`src/rtl/oven_sequencer.sv`:
```
// Oven control sequencer: power-up, preheat, ready, timed bake and done.
// Owns the setpoint and bake-timer registers and runs a bang-bang heater loop
// with hysteresis around the setpoint.
//
// Ports:
//   clk, rst      clock, asynchronous active-high reset
//   power         level, 1 = oven on
//   start         pulse: begin preheat / begin bake / acknowledge done
//   cancel        pulse: abort to IDLE
//   up, down      pulses: increment / decrement the selected value
//   sel_time      in IDLE: 0 = adjust setpoint, 1 = adjust bake time
//   temp_in       measured temperature (degF)
//   heat_on       heater enable
//   setpoint      target temperature (degF)
//   bake_left     remaining bake seconds
//   at_temp       temperature within BAND of setpoint (active states only)
//   done          high while in DONE
//   state         OFF=0 IDLE=1 PREHEAT=2 READY=3 BAKE=4 DONE=5
module oven_sequencer #(
  parameter int unsigned TICK_DIV  = 50000000,
  parameter int unsigned SET_MIN   = 150,
  parameter int unsigned SET_MAX   = 550,
  parameter int unsigned SET_DEF   = 300,
  parameter int unsigned SET_STEP  = 10,
  parameter int unsigned BAKE_STEP = 60,
  parameter int unsigned BAKE_MAX  = 3600,
  parameter int unsigned BAND      = 2
) (
  input  logic        clk,
  input  logic        rst,
  input  logic        power,
  input  logic        start,
  input  logic        cancel,
  input  logic        up,
  input  logic        down,
  input  logic        sel_time,
  input  logic [10:0] temp_in,
  output logic        heat_on,
  output logic [10:0] setpoint,
  output logic [11:0] bake_left,
  output logic        at_temp,
  output logic        done,
  output logic [2:0]  state
);

  localparam int unsigned CNT_W = (TICK_DIV > 1) ? $clog2(TICK_DIV) : 1;

  typedef enum logic [2:0] {
    S_OFF     = 3'd0,
    S_IDLE    = 3'd1,
    S_PREHEAT = 3'd2,
    S_READY   = 3'd3,
    S_BAKE    = 3'd4,
    S_DONE    = 3'd5
  } state_t;

  state_t      state_q, state_n;
  logic [10:0] sp_q, sp_n;
  logic [11:0] bl_q, bl_n;
  logic        heat_q, heat_n;
  logic        at_q, at_n;
  logic        done_q, done_n;
  logic [CNT_W-1:0] cnt_q;
  logic        tick;

  // Saturating setpoint adjust; simultaneous up/down cancel out.
  function automatic logic [10:0] sp_adj(input logic [10:0] v, input logic inc, input logic dec);
    logic [11:0] w;
    w = {1'b0, v};
    if (inc && !dec)
      w = (w + 12'(SET_STEP) > 12'(SET_MAX)) ? 12'(SET_MAX) : w + 12'(SET_STEP);
    else if (dec && !inc)
      w = (w < 12'(SET_MIN + SET_STEP)) ? 12'(SET_MIN) : w - 12'(SET_STEP);
    return w[10:0];
  endfunction

  // Saturating bake-time adjust, clamped to [0, BAKE_MAX].
  function automatic logic [11:0] bl_adj(input logic [11:0] v, input logic inc, input logic dec);
    logic [12:0] w;
    w = {1'b0, v};
    if (inc && !dec)
      w = (w + 13'(BAKE_STEP) > 13'(BAKE_MAX)) ? 13'(BAKE_MAX) : w + 13'(BAKE_STEP);
    else if (dec && !inc)
      w = (w < 13'(BAKE_STEP)) ? 13'd0 : w - 13'(BAKE_STEP);
    return w[11:0];
  endfunction

  // Free-running 1-second tick divider.
  assign tick = (cnt_q == CNT_W'(TICK_DIV - 1));

  always_ff @(posedge clk or posedge rst) begin
    if (rst)       cnt_q <= '0;
    else if (tick) cnt_q <= '0;
    else           cnt_q <= cnt_q + CNT_W'(1);
  end

  // State and datapath registers.
  always_ff @(posedge clk or posedge rst) begin
    if (rst) begin
      state_q <= S_OFF;
      sp_q    <= 11'(SET_DEF);
      bl_q    <= '0;
      heat_q  <= 1'b0;
      at_q    <= 1'b0;
      done_q  <= 1'b0;
    end else begin
      state_q <= state_n;
      sp_q    <= sp_n;
      bl_q    <= bl_n;
      heat_q  <= heat_n;
      at_q    <= at_n;
      done_q  <= done_n;
    end
  end

  // Next-state, register updates and heater loop.
  always_comb begin
    logic        inc, dec, act, act_n;
    logic [11:0] t12, s12, bl_tick;

    state_n = state_q;
    sp_n    = sp_q;
    bl_n    = bl_q;
    heat_n  = 1'b0;
    at_n    = 1'b0;
    done_n  = 1'b0;

    inc     = up & ~down;
    dec     = down & ~up;
    t12     = {1'b0, temp_in};
    s12     = {1'b0, sp_q};
    bl_tick = (tick && bl_q != 12'd0) ? bl_q - 12'd1 : bl_q;

    if (!power) begin
      state_n = S_OFF;
      bl_n    = '0;
    end else begin
      case (state_q)
        S_OFF: state_n = S_IDLE;
        S_IDLE: begin
          if (cancel) state_n = S_IDLE;
          else if (start && bl_q != 12'd0) state_n = S_PREHEAT;
          else if (sel_time) bl_n = bl_adj(bl_q, inc, dec);
          else sp_n = sp_adj(sp_q, inc, dec);
        end
        S_PREHEAT: begin
          if (cancel) state_n = S_IDLE;
          else begin
            if (at_q) state_n = S_READY;
            bl_n = bl_adj(bl_q, inc, dec);
          end
        end
        S_READY: begin
          if (cancel)     state_n = S_IDLE;
          else if (start) state_n = S_BAKE;
          else            bl_n = bl_adj(bl_q, inc, dec);
        end
        S_BAKE: begin
          if (cancel) begin
            state_n = S_IDLE;
            bl_n    = '0;
          end else if (bl_q == 12'd0) begin
            state_n = S_DONE;
          end else begin
            // Tick decrement lands before any user adjust in the same cycle.
            bl_n = bl_adj(bl_tick, inc, dec);
          end
        end
        S_DONE: if (start || cancel) state_n = S_IDLE;
        default: state_n = S_OFF;
      endcase
    end

    act   = (state_q == S_PREHEAT) || (state_q == S_READY) || (state_q == S_BAKE);
    act_n = (state_n == S_PREHEAT) || (state_n == S_READY) || (state_n == S_BAKE);

    // Heater and at_temp are only live while staying in an active state;
    // entering preheat forces the heater on.
    if (act_n) begin
      at_n = (t12 + 12'(BAND) >= s12) && (t12 <= s12 + 12'(BAND));
      if (!act)                       heat_n = 1'b1;
      else if (t12 + 12'(BAND) < s12) heat_n = 1'b1;
      else if (t12 >= s12)            heat_n = 1'b0;
      else                            heat_n = heat_q;
    end

    done_n = (state_n == S_DONE);
  end

  assign state     = 3'(state_q);
  assign setpoint  = sp_q;
  assign bake_left = bl_q;
  assign heat_on   = heat_q;
  assign at_temp   = at_q;
  assign done      = done_q;

endmodule

```
`config.mk`:
```
export PLATFORM = sky130hd
export DESIGN_NAME = oven_sequencer
export DESIGN_NICKNAME = d
export VERILOG_FILES = /design/src/rtl/oven_sequencer.sv
export SDC_FILE = /design/constraint.sdc
export NUM_CORES = 1
export LEC_CHECK = 0
export BUFFER_PORTS_ARGS = -buffer_cell sky130_fd_sc_hd__buf_2
export CAP_MARGIN = 20
export CORE_MARGIN = 3
export CORE_UTILIZATION = 47
export CTS_CLUSTER_DIAMETER = 40
export CTS_CLUSTER_SIZE = 10
export DETAILED_ROUTE_END_ITERATION = 10
export GPL_ROUTABILITY_DRIVEN = 0
export PLACE_DENSITY = 0.65
export SYNTH_ARGS = -nofsm -noshare
export SYNTH_HDL_FRONTEND = slang
export SYNTH_SLANG_ARGS = --single-unit
```
`constraint.sdc`:
```
create_clock -name clk -period 8 [get_ports clk]
set_clock_uncertainty 0.15 [all_clocks]
set_input_delay 0.4 -clock clk [delete_from_list [all_inputs] [get_ports clk]]
set_output_delay 0.4 -clock clk [all_outputs]
set_load 0.03 [all_outputs]
```
### Word level (Yosys, flattened, before mapping)

Index checks and enable logic that the tools add are counted.

| word-level totals | value |
|---|---|
| register bits | 55 |
| latch bits | 0 |
| bits in writable memories | 0 |
| bits in read-only memories | 0 |
| logic and storage cells | 111 |
| memories | 0 |

| operators by class | value |
|---|---|
| $add $sub $neg | 10 |
| $mul | 0 |
| divide/modulo/power cells | 0 |
| magnitude comparators | 10 |
| eq/ne operators | 19 |
| shift operators | 0 |
| mux-type cells | 40 |
| bitwise operators | 7 |
| reduce and logical (&&, ||, !) cells | 18 |

Operator list:

| cell | count |
|---|---|
| $mux 12 | 18 |
| $pmux 12 s4 | 1 |
| $mux 11 | 4 |
| $mux 3 | 10 |
| $add 12x6->13 const B | 2 |
| $add 26x1->26 const B | 1 |
| $eq 26x26->1 const B | 1 |
| $gt 13x12->1 const B | 2 |
| $mux 26 | 1 |
| $add 11x2->12 const B | 2 |
| $lt 12x6->1 const B | 2 |
| $sub 12x6->12 const B | 2 |
| $ne 3x3->1 const B | 6 |
| $pmux 3 s6 | 1 |
| $add 11x4->12 const B | 1 |
| $eq 3x2->1 const B | 4 |
| $eq 3x3->1 const B | 4 |
| $ge 12x11->1 | 1 |
| $gt 12x10->1 const B | 1 |
| $le 11x12->1 | 1 |
| $logic_not 12->1 | 1 |
| $lt 12x11->1 | 1 |
| $reduce_bool 12->1 | 1 |
| $sub 12x1->12 const B | 1 |
| 17 further kinds | 35 |

### Longest topological paths before layout

| logic depth | value |
|---|---|
| depth after elaboration | 11 |
| mapped depth | 18 |
| depth with buffers taken out | 16 |

### Worst setup path before layout

No wires, ideal clock.

| path | value |
|---|---|
| path kind | flip-flop to flip-flop |
| start point | register bl_q[2] (netlist: bake_left[2]) |
| end point | register bl_q[1] (netlist: bake_left[1]) |
| arrival time | 4,323 ps |
| path slack | 3,431 ps |
| stages on the path, launching flop included | 17 |
| buffers on the path | 2 |
| cell sequence | dfrtp_1 clkbuf_1 inv_1 ha_1 and4bb_1 and3_1 buf_6 nor2_1 nand3_1 xnor2_1 ha_1 nand3_1 or4_1 a31oi_1 o31ai_2 or4_4 o32ai_2 |

| between the ends | value |
|---|---|
| word-level cells in the longest chain between the ends | 11 |
| elaborated cells on any way between the ends | 34 |
| those cells by class | add/sub (4); order compare (4); eq/ne (2); mux (19); reduce/logical (5) |

RTL lines:

| element | RTL line | source |
|---|---|---|
| start, declared | 59 | `logic [11:0] bl_q, bl_n;` |
| start signal, assigned | 109 | `bl_q <= bl_n;` |
| branches (longest 11 deep; another with $add 12x6->13) | - |  |

Several ways; the timed one is not identified. The select of a mux whose other input is x is not followed.
A chain may end at the register's enable or synchronous reset.

### Worst setup path after layout

Same ends and word-level chain as after synthesis.

==> impl_metrics.ini <==
[clock_network]
clk_path_buf_depth = 2
cts_setup_buffers = 0
cts_tree = built
path_clk_slew_ns = 0.08
hold_buffers = 0
clock_latency_ns = 0.31
clock_sinks = 54
cts_made_buffers = 5
ctsResizeCount = 0
htreeDepth = 2
cts_root_buf = clkbuf_16

[setup_path]
cp.required_ns = 8.07
r2r-end = bake_left[1]
critPathMaxFanout = 14
crit_type = flip-flop to flip-flop
r2r-start = bake_left[2]
rr_worst_depth = 14
cp-start-kind = flip-flop
arrival_ns = 4.95
end_kind = flip-flop
r2r_setup_slack_ns = 3.12

[layout]
mostFrequentLayoutCell = nand2_1
syn2layout_area_growth_pct = 7.64
mostFrequentLayoutCells = nand2_1 (61), nor2_1 (60), xnor2_1 (54)
drive_gt1_share_pct = 12.0
final_nets = 783
fill_cells = 1127
insertedDiodeCount = 0
final_area_um2 = 5980

[floorplanning]
core-area_um2 = 11500
die_h_um = 115
die_w_um = 115
die_area_um2 = 13200
initial_core_util_pct = 48.4
rows = 39
ios = 48

[timing]
rsz0062_at_grt = no
max_freq_ghz = 0.205
setup_tns_ns = 0
period_share_pct = 61.0
finalMaxSlewViolations = 0
worstMarginPinSlew_ns = 0.956
setup_viol = 0
worst_slack_ns = 3.12
hold_viol = 0
worst_hold_slack_ns = 0.141
max_slew_margin_pct = 36.3
period_needed_ns = 4.88

[routing]
ant_nets = 0
routed_wl_um = 14900
drc = 0
via_per_inst = 6.19
drt_iter0_drc = 484
via_count = 5351
wl_per_cell_um = 17.3
drtPass1Iterations = 5

[logic_synthesis]
synth_seq_area_share_pct = 24.4
synth_xor_area_share_pct = 10.9
synth_edf_count = 0
syn-num-nets = 764
ys.flop_type = dfrtp_1
syn-instance-count = 702
synth_top_family_by_area = simple AND/OR/NAND/NOR gates
yosys.area_share.simple_pct = 26.4
synth_fa_ha_area_share_pct = 9.69
synth-seq-cells = 54
ys.warnings.count = 0
avgSynthCellArea_um2 = 7.91
netlist_area_um2 = 5550
synthMuxAreaShare_pct = 0.924
ys_types = 83
synth-compound-area-share_pct = 22.0
async_flop_share_pct = 100

[grt]
grt_pass1_vias = 5005
grt_overflow = 0
grt_max_degree = 55
grt_pass1_wl_um = 25000
antenna_found_initial = 0
grt.total_usage_pct = 23.1

[power]
power.leakage_nw = 2.57
power_density_nw_per_um2 = 187
ir_drop_uv = 146

[place]
io_buffers = 46
place_area_um2 = 5820
dp_hpwl_um = 11200
preCtsSetupSlack_ns = 3.20

[worst_hold_path]
hold_class = primary input to async pin

[run]
maxCapViolCount = 0

[status]
status = finished clean
[state kept, by name, summed over array words and instances (netlist names)]
signal,flops
cnt_q,26
bake_left,12
heat_on,1
done,1
setpoint,10
state,3
at_temp,1
[logic make-up (layout without fill, tap and decap cells)]
| family | count (synthesis) | after routing |
|---|---|---|
| AND/OR/NAND/NOR | 274 | 274 |
| AO/OA/AOI/OAI | 180 | 180 |
| buffers and inverters | 76 | 96 |
| XOR/XNOR | 69 | 69 |
| flip-flops | 54 | 54 |
| adder cells (fa/ha/maj) | 43 | 43 |
| multiplexers | 5 | 5 |
| other | 1 | 1 |
[metrics by stage]
stage                     total power, W  instances  utilization (%)
after floorplan                 0.000750        702                -
after global placement          0.000867        857             50.8
after detailed placement        0.000881        857             50.8
after CTS                        0.00112        865             52.1
after global routing             0.00120        865             52.1
final                            0.00112        865             52.1
[layer usage]
layer	share of wire [%]	wire length [um]	up-vias	global-route usage, %
met5	0	0	-	0
met1	45	6720	2570	31.5
met3	5.1	760	27	2.91
met4	2.7	410	0	7.28
li1	-	-	2606	-
met2	47	7040	148	38.3
[cell type report]
type	count	area (um^2)	area share, %
Timing Repair Buffer	50	260	4.35
Inverter	38	143	2.39
Clock buffer	5	125	2.09
Tap cell	143	179	2.99
Sequential cell	54	1360	22.7
Multi-Input combinational cell	572	3890	65.0
Clock inverter	3	28.8	0.481
[where the power goes]
group | leakage, nW | switching, W | internal (W)
Sequential | 0.710 | 0.0000656 | 0.000302
Combinational | 1.79 | 0.000314 | 0.000202
Clock | 0.0759 | 0.000115 | 0.000120
Total | 2.57 | 0.000494 | 0.000624
[cells in the mapped netlist, drive strengths merged (5+ instances only)]
cell type	n	share of area (%)
a211oi	10	1.4
a21o	9	1.2
a21oi	33	3.0
a22o	8	1.3
a31oi	12	1.4
and3	11	1.2
buf	12	1.3
clkbuf	26	1.8
dfrtp	50	23
ha	43	9.7
inv	36	2.4
nand2	61	4.1
nand2b	10	1.1
nand3	47	4.2
nand4	11	1.2
nor2	60	4.1
nor2b	6	0.81
nor3	17	1.7
nor4	9	1.5
nor4b	5	1.2
o211ai	5	0.68
o21a	5	0.68
o21ai	50	4.5
o22ai	6	0.68
o32ai	5	0.92
or3	6	0.68
or4	5	0.74
xnor2	54	8.5
xor2	15	2.4
[worst max-delay path: stages (launching register included)]
cell and delay [ns]:
dfrtp_1 0.63, inv_1 0.17, ha_1 0.31, and4bb_1 0.25, and3_1 0.32, nor2_1 0.31, nand3_1 0.15, xnor2_1 0.32
ha_1 0.34, nand3_1 0.17, or4_1 0.45, a31oi_1 0.33, o31ai_2 0.18, or4_4 0.51, o32ai_2 0.20
[worst max-delay path by stage]
stage | startpoint | to | slack (ns) | cells after the start
global placement | bake_left[2] | bake_left[1] | 3.33 | 14
CTS | bake_left[2] | bake_left[1] | 3.16 | 14
finish | bake_left[2] | bake_left[1] | 3.12 | 14
global route | bake_left[2] | bake_left[1] | 2.67 | 14
detailed placement | bake_left[2] | bake_left[1] | 3.20 | 14
floorplan | bake_left[2] | bake_left[1] | 3.43 | 16
No activity file was read; power rests on OpenSTA's default activity.
